### src/rtl/muldiv_iter.sv
// muldiv_iter: iterative significand multiply / divide for the FPU datapath.
//   Multiply: radix-2 shift-add, one multiplier bit per cycle (SIG_W cycles).
//   Divide:   radix-2 restoring, one quotient bit per cycle (SIG_W+2 cycles).
//   Results are unrounded; the rounder downstream consumes fq/eq/sq.
//
// Ports:
//   clk, rst              clock, synchronous active-high reset
//   in_valid / in_ready   operand handshake (in_ready only in IDLE)
//   fdiv                  1 = fa/fb, 0 = fa*fb
//   sa, sb, fa, fb        signs and normalised significands (hidden bit at MSB)
//   ea, eb, lza, lzb      biased exponents and leading-zero corrections
//   out_valid / out_ready result handshake; outputs hold while out_valid
//   fq                    {2 integer bits, SIG_W+1 fraction bits, sticky}
//   eq                    two's-complement biased exponent, EXP_W+2 bits
//   sq                    result sign
//   dbz                   divide by zero (fb == 0 on a divide)
//
// Build option: MULDIV_ZERO_SKIP_EN -- multiply with a zero operand, or divide
// with fa == 0 and fb != 0, bypasses the iteration and completes in one cycle.
module muldiv_iter #(
  parameter int SIG_W = 53,
  parameter int EXP_W = 11,
  parameter int BIAS  = 1023,
  parameter int LZ_W  = 6
) (
  input  logic               clk,
  input  logic               rst,
  input  logic               in_valid,
  output logic               in_ready,
  input  logic               fdiv,
  input  logic               sa,
  input  logic               sb,
  input  logic [SIG_W-1:0]   fa,
  input  logic [SIG_W-1:0]   fb,
  input  logic [EXP_W-1:0]   ea,
  input  logic [EXP_W-1:0]   eb,
  input  logic [LZ_W-1:0]    lza,
  input  logic [LZ_W-1:0]    lzb,
  output logic               out_valid,
  input  logic               out_ready,
  output logic [SIG_W+3:0]   fq,
  output logic [EXP_W+1:0]   eq,
  output logic               sq,
  output logic               dbz
);

  localparam int EW = EXP_W + 2;
  localparam int PW = 2 * SIG_W;
  localparam int CW = $clog2(SIG_W + 2);

  typedef enum logic [1:0] {IDLE, MUL, DIV, DONE} state_t;
  state_t state, state_nx;

  logic [CW-1:0]    cnt;
  logic [PW-1:0]    mcand, prod, prod_add;
  logic [SIG_W-1:0] mplier, dvs;
  logic [SIG_W:0]   rem, rem_nx;
  logic [SIG_W:0]   q;        // quotient bits already produced
  logic [SIG_W+1:0] diff;     // one extra bit carries the trial sign
  logic             take, last, skip, q_bit, div0;
  logic [EW-1:0]    ea_x, eb_x, lza_x, lzb_x, bias_x, e_mul, e_div;

  assign in_ready  = (state == IDLE) && !rst;
  assign out_valid = (state == DONE);
  assign take      = in_valid && in_ready;
  assign last      = (cnt == '0);
  assign div0      = fdiv && (fb == '0);

`ifdef MULDIV_ZERO_SKIP_EN
  assign skip = fdiv ? ((fa == '0) && (fb != '0)) : ((fa == '0) || (fb == '0));
`else
  assign skip = 1'b0;
`endif

  // Exponents are widened by two bits so under/overflow stays representable.
  assign ea_x   = EW'(ea);
  assign eb_x   = EW'(eb);
  assign lza_x  = EW'(lza);
  assign lzb_x  = EW'(lzb);
  assign bias_x = EW'(BIAS);
  assign e_mul  = (ea_x - lza_x) + (eb_x - lzb_x) - bias_x;
  assign e_div  = (ea_x - lza_x) - (eb_x - lzb_x) + bias_x;

  assign prod_add = mplier[0] ? (prod + mcand) : prod;
  assign diff     = {1'b0, rem} - {2'b00, dvs};
  assign q_bit    = ~diff[SIG_W+1];
  assign rem_nx   = q_bit ? diff[SIG_W:0] : rem;

  always_ff @(posedge clk) begin
    if (rst) state <= IDLE;
    else     state <= state_nx;
  end

  always_comb begin
    state_nx = state;
    case (state)
      IDLE: if (take) begin
        if (div0 || skip) state_nx = DONE;
        else if (fdiv)    state_nx = DIV;
        else              state_nx = MUL;
      end
      MUL:     if (last) state_nx = DONE;
      DIV:     if (last) state_nx = DONE;
      DONE:    if (out_ready) state_nx = IDLE;
      default: state_nx = IDLE;
    endcase
  end

  always_ff @(posedge clk) begin
    if (rst) begin
      cnt <= '0; mcand <= '0; prod <= '0; mplier <= '0; dvs <= '0;
      rem <= '0; q <= '0; fq <= '0; eq <= '0; sq <= 1'b0; dbz <= 1'b0;
    end else begin
      case (state)
        IDLE: if (take) begin
          sq     <= sa ^ sb;
          eq     <= fdiv ? e_div : e_mul;
          dbz    <= div0;
          fq     <= '0;   // final value for the bypass paths
          mcand  <= PW'(fa);
          mplier <= fb;
          prod   <= '0;
          rem    <= {1'b0, fa};
          dvs    <= fb;
          q      <= '0;
          cnt    <= fdiv ? CW'(SIG_W + 1) : CW'(SIG_W - 1);
        end
        MUL: begin
          prod   <= prod_add;
          mcand  <= mcand << 1;
          mplier <= mplier >> 1;
          cnt    <= cnt - 1'b1;
          if (last) fq <= {prod_add[PW-1 -: SIG_W+3], |prod_add[SIG_W-4:0]};
        end
        DIV: begin
          // rem < 2*fb always, so the left shift never overflows SIG_W+1 bits
          rem <= rem_nx << 1;
          q   <= {q[SIG_W-1:0], q_bit};
          cnt <= cnt - 1'b1;
          if (last) fq <= {1'b0, q, q_bit, rem_nx != '0};
        end
        DONE: if (out_ready) dbz <= 1'b0;
        default: ;
      endcase
    end
  end

endmodule

### config.mk
export PLATFORM = sky130hd
export DESIGN_NAME = muldiv_iter
export DESIGN_NICKNAME = d
export VERILOG_FILES = /design/src/rtl/muldiv_iter.sv
export SDC_FILE = /design/constraint.sdc
export NUM_CORES = 2
export LEC_CHECK = 0
export ABC_CLOCK_PERIOD_IN_PS = 4090
export BUFFER_PORTS_ARGS = -buffer_cell sky130_fd_sc_hd__buf_4
export CAP_MARGIN = 20
export CORE_MARGIN = 5
export CORE_UTILIZATION = 40
export DETAILED_ROUTE_END_ITERATION = 16
export PLACE_DENSITY = 0.7
export SLEW_MARGIN = 25
export SYNTH_ARGS = -nofsm -noshare
export SYNTH_HDL_FRONTEND = slang
export SYNTH_SLANG_ARGS = --single-unit
### constraint.sdc
create_clock -name clk -period 4.09 [get_ports clk]
set_input_delay 0.6135 -clock clk [delete_from_list [all_inputs] [get_ports clk]]
set_output_delay 0.6135 -clock clk [all_outputs]
set_load 0.01 [all_outputs]
# After elaboration in Yosys (flattened, before gate mapping)
# Index checks and enable logic that the tools add are counted.
[word_totals]
register_bits = 506
latchBits = 0
ram_bits = 0
rom_bits = 0
in_bits = 147
out_inout_bits = 74
elab_cells = 82
n_memories = 0
[op_classes]
n_addsub = 9
multipliers = 0
n_div = 0
magnitude_cmp = 0
eq_ne = 8
shifts = 0
muxes = 29
bitwise_logic = 2
reduce_logical = 22
[op_table]
columns = ["op", "count"]
rows = [
  ["106-bit case mux with 2 select lines", 2],
  ["106-bit 2-to-1 mux", 3],
  ["54-bit case mux with 2 select lines", 2],
  ["57-bit 2-to-1 mux", 3],
  ["57-bit case mux with 3 select lines", 1],
  ["54-bit 2-to-1 mux", 3],
  ["106-bit adder", 1],
  ["53-bit case mux with 2 select lines", 1],
  ["54-bit by 53-bit subtractor with 55-bit output", 1],
  ["54-bit nonzero test", 1],
  ["53-bit zero test", 1],
  ["53-bit 2-to-1 mux", 1],
  ["50-bit OR reduction", 1],
  ["11-bit by 6-bit subtractor with 12-bit output", 2],
  ["12-bit by 12-bit adder with 13-bit output", 1],
  ["13-bit by 10-bit adder with 13-bit output, second input constant", 1],
  ["13-bit 2-to-1 mux", 1],
  ["12-bit by 12-bit subtractor with 13-bit output", 1],
  ["13-bit by 10-bit subtractor with 13-bit output, second input constant", 1],
  ["2-bit 2-to-1 mux", 6],
  ["6-bit case mux with 2 select lines", 1],
  ["2-bit AND reduction", 4],
  ["2-bit nonzero test", 4],
  ["6-bit zero test", 1],
  ["other kinds (18)", 26],
]

# Logic depth before layout (Yosys ltp)
[depth]
ltp_word = 5
ltp_mapped = 23
mapped_depth_nobuf = 23

# Least setup slack after synthesis
# Ideal clock, no wire load.
[synth_timing]
kind = "in2reg"
start = "in ea[0]"
end = "reg eq[12]"
setup_time_ns = 0.074
t_arrival_ns = 3.960
required_ns = 4.016
path_slack_ns = 0.056
stages = 22
path_buffers = 0
cell_sequence = "inv_1 -> ha_1 -> inv_1 -> fa_1 -> a21o_1 -> a21oi_1 -> nor2b_1 -> o21a_1 -> or3_1 -> nand2_1 -> ha_1 -> ha_1 -> inv_1 -> o21bai_1 -> a21oi_1 -> o21bai_1 -> a21oi_1 -> o21bai_1 -> a21oi_1 -> xor2_1 -> mux2i_1 -> o21ai_0"
[synth_between]
elab_chain_cells = 4
elab_cells_between_ends = 6
classes_between = "add/sub: 5; mux: 1"
[synth_lines]
columns = ["item", "line", "text"]
rows = [
  ["start, declared", "35", "input logic [EXP_W-1:0] ea,"],
  ["11-bit by 6-bit subtractor with 12-bit output *", "81, 82", ""],
  ["12-bit by 12-bit adder with 13-bit output / 12-bit by 12-bit subtractor with 13-bit output (equally long branches)", "81, 82", ""],
  ["13-bit by 10-bit subtractor with 13-bit output / 13-bit by 10-bit adder with 13-bit output (equally long branches)", "81, 82", ""],
  ["13-bit 2-to-1 mux *", "117", "eq <= fdiv ? e_div : e_mul;"],
  ["end signal, assigned", "117", ""],
  ["end, declared", "42", "output logic [EXP_W+1:0] eq,"],
]
# Mark *: on every way between the ends. The rest lies on a longest branch, timed or not.
# A chain may end at the register's enable or synchronous reset.

# Worst setup path in the final report
[layout_timing]
start = "reg rem[0]"
end = "reg fq[0]"
[layout_between]
elab_chain_cells = 5
[layout_lines]
columns = ["item", "line", "text"]
rows = [
  ["start, declared", "57", "logic [SIG_W:0] rem, rem_nx;"],
  ["start signal, assigned", "123", "rem <= {1'b0, fa};"],
  ["start signal, assigned", "137", "rem <= rem_nx << 1;"],
  ["54-bit by 53-bit subtractor with 55-bit output", "85", "assign diff = {1'b0, rem} - {2'b00, dvs};"],
  ["54-bit 2-to-1 mux *", "87", "assign rem_nx = q_bit ? diff[SIG_W:0] : rem;"],
  ["54-bit nonzero test *", "140", "if (last) fq <= {1'b0, q, q_bit, rem_nx != '0};"],
  ["57-bit 2-to-1 mux *", "140", ""],
  ["57-bit case mux with 3 select lines *", "114", "case (state)"],
  ["end signal, assigned", "133", "if (last) fq <= {prod_add[PW-1 -: SIG_W+3], |prod_add[SIG_W-4:0]};"],
  ["end signal, assigned", "140", ""],
  ["end, declared", "41", "output logic [SIG_W+3:0] fq,"],
]
# Mark *: on every way between the ends. The rest lies on a longest branch, timed or not. The select of a mux whose other input is x is not followed.

==> impl_results.md <==
* Status: complete, but fails checks
* Failing checks: setup timing
* Synth Cell Area at roughly 33000 um2
* Mean Syn Cell Area at 8.02 um2
* Core box area at ~82000 um2
* Skew-Pair Late Insertion Delay at around 640 ps
* Most frequent cell after synthesis: dfxtp_1
* Die area at about 90000 um2
* Hold Crit Depth at 3
* Num ports at between 200 and 250
* Synthesis-to-layout area growth at 22.7%
* HP Start: fb[9]
* Total gr overflow at 0
* Total CTS buffers at 56
* Depth of the most critical reg-to-reg path at 19
* Top post-synthesis cells by count: dfxtp_1 (506), nor2_1 (480), a21oi_1 (306)
* Initial antenna violation count at 4
* Actual slew at the worst max-slew pin at 1070 ps
* Largest net degree at the start of global routing at about 220
* Post-synthesis net count at 4458
* R2r setup slk at -80 ps
* Slew Limit Fails at 0
* Top_reg_cell synth: dfxtp_1
* RSZ-0062 raised after global routing: yes
* Power per standard cell area at ~590 nW/um2
* Via-per-instance ratio at around 5.8
* Synth area leader: dfxtp_1
* Final #Nets at ~4800
* Vias in the first global route at approximately 30000
* Hold Path Class: input port to flop
* First-pass GRT wire length at around 170 mm
* Required arrival time at the worst endpoint at around 4600 ps
* Synth area leaders: dfxtp_1 (31%), ha_1 (8.5%), nor2_1 (5.5%)
* FP Rows at between 100 and 150
* Initial core utilization at roughly 40%
* Sequential Area at ~10000 um2
* Fmax at ~240 MHz
* Residual DRC at 0
* Ratio of cells with drive above 1 in the final layout at 19.0%
* Clock buffer depth at 3
* H-tree depth at 2
* Die span in y at just under 300 um
* GR Util All Layers at 24.0%
* Setup Skew at between 30 and 40 ps
* Synth unique cells at 94
* Syn. warnings at 0
* Cells after Synth at ~4000
* Setup ws final at -83.3 ps
* Reg clk slew, reported paths at roughly 60 ps
* Fin cells at between 5000 and 6000
* Synth top area share at slightly above 30%
* WL/cell at between 20 and 25 um
* Die width at between 200 and 300 um
* Inst Count DP at roughly 5500
* DP HPWL at 82.8 mm
* Gpl congestion at 0.980
* Root Buffer: clkbuf_16
* Area of the multi-input gates at roughly 22000 um2
* Final TNS setup at -83.3 ps
* Worst-path fanout max at 3
* Critical path class: flop to flop
* Tcrit/Tclk final at 102%
* Final setup viols at 1
* Max Cap Viol at 0
* Critical path arrival at around 4700 ps
* Post-route minimum period at 4170 ps
* Slew margin rel. at 28.8%
* Worst VDD drop at roughly 550 uV
* Post-synthesis async set-or-reset flop share at 0%
* CTS tree: built
* Drt first pass iters at 6
* Hold endpoint: dvs[9]
* Worst reg2reg path endpoint: fq[0]
* CTS sink cnt at 506
* Post-synthesis sequential area ratio at between 30% and 40%
* Hold Violations, Final at 0
* CP Capture Type: flop
* Worst setup SP type: flop
* Port Buffers at between 200 and 250
* Total power at about 0.024 W
* 1st-iter DRT viols at about 2800
* Final WL at between 100 and 150 mm
* Hold-fix buffers, CTS at 0
* Synth Register Bits at ~500
* Place WS at -821 ps
* Post-synth EDFFs at 0
* Post-DRT Antenna Nets at 0
* # fillers at slightly below 8000
* Worst R2R Start: rem[0]
* Leak Pwr at roughly 17 nW
* DR vias at around 33000
-- worst max-delay path, cell delays in order, from the launching register on --
cell	delay (ps)
dfxtp_1	310
inv_1	50
ha_1	140
inv_1	50
fa_2	350
a211oi_2	190
buf_4	140
o211a_1	160
o21ai_2	80
buf_4	150
o2111ai_2	180
o211ai_1	210
xnor2_2	220
or4b_4	540
a211oi_4	280
o2111ai_2	200
a21oi_2	150
o2111ai_2	140
o41ai_4	430
nand2_1	90
-- power by group --
part           leakage, nW  switching (W)  total (W)  internal [W]
Sequential            4.12       0.000654    0.00627       0.00562
Combinational         11.5        0.00721     0.0123       0.00513
Clock                0.901        0.00223    0.00514       0.00291
-- routing by layer --
layer,up-vias,track usage [%],part of all wire (%)
met4,6,8.86,4.0
met5,-,0,0.030
met2,1161,37.6,44
li1,15806,-,-
met1,15340,33.4,45
met3,229,3.84,7.1
-- layout make-up --
type / count / share of cell area (%)
flip-flops and latches: 506 / 25.3
clock inverters: 25 / 0.611
well taps: 1070 / 3.33
inverters: 160 / 1.50
diodes: 1 / 0.00623
repair buffers: 607 / 11.6
multi-input cells: 3138 / 53.7
clock buffers: 75 / 4.02
-- state kept, by name (all words and copies together), names as in the netlist, 6 cells and up --
name / cells
mcand: 106
dvs: 53
fq: 57
prod: 106
eq: 13
q: 54
cnt: 6
mplier: 53
rem: 54
-- how the worst max path moves through the flow --
stage | start | end | slack (ps)
after CTS | rem[0] | fq[0] | -80
after floorplan | ea[0] | eq[12] | 60
after detailed placement | rem[0] | fq[0] | -820
final | rem[0] | fq[0] | -80
after global placement | rem[0] | fq[0] | -810
after global routing | rem[0] | fq[0] | -230
-- metrics by stage --
stage	util (%)	hold WS [ps]	area [um2]
4_1_cts	48.6	173	39700
3_3_place_gp	46.1	441	37600
6_report	49.2	207	40200
5_1_grt	49.2	191	40200
3_5_place_dp	46.1	450	37600
2_1_floorplan	-	432	32700
-- cell families (layout without fill, tap and decap cells) --
kind of cell               Yosys count  in the layout  synth area share, %
AOI/OAI and AO/OA                 1377           1377                 28.3
xor gates and xnor gates           168            168                 4.49
adders and majority gates          228            228                 8.85
buffers and inverters              439            867                 5.16
DFF                                506            506                 30.9
muxes                              193            193                 6.00
other                                0              1                    0
and+or+nand+nor                   1172           1172                 16.3
-- cell usage in the layout, fill, tap and decap left out, types with 47 or more instances in the layout --
cell         n
a21o_1      93
nor3_1      59
clkbuf_16   57
o21bai_1    47
o21ai_0    177
inv_1      158
nor2_1     471
nand2_1    299
a211oi_1   174
o31ai_1     58
o22ai_1     70
nand4_1     61
a22oi_1    185
ha_1       207
dfxtp_1    498
mux2i_1    170
a21oi_1    287
xnor2_1     94
xor2_1      72
buf_4      594
-- what timing repair did --
action / in CTS / in global routing
cloned: 0 / 0
resized for setup: 34 / 86
setup endpoints to repair: 15 / 40
pin swaps: 13 / 41
buffers inserted: 1 / 14
Power figures use the tool's default switching activity.
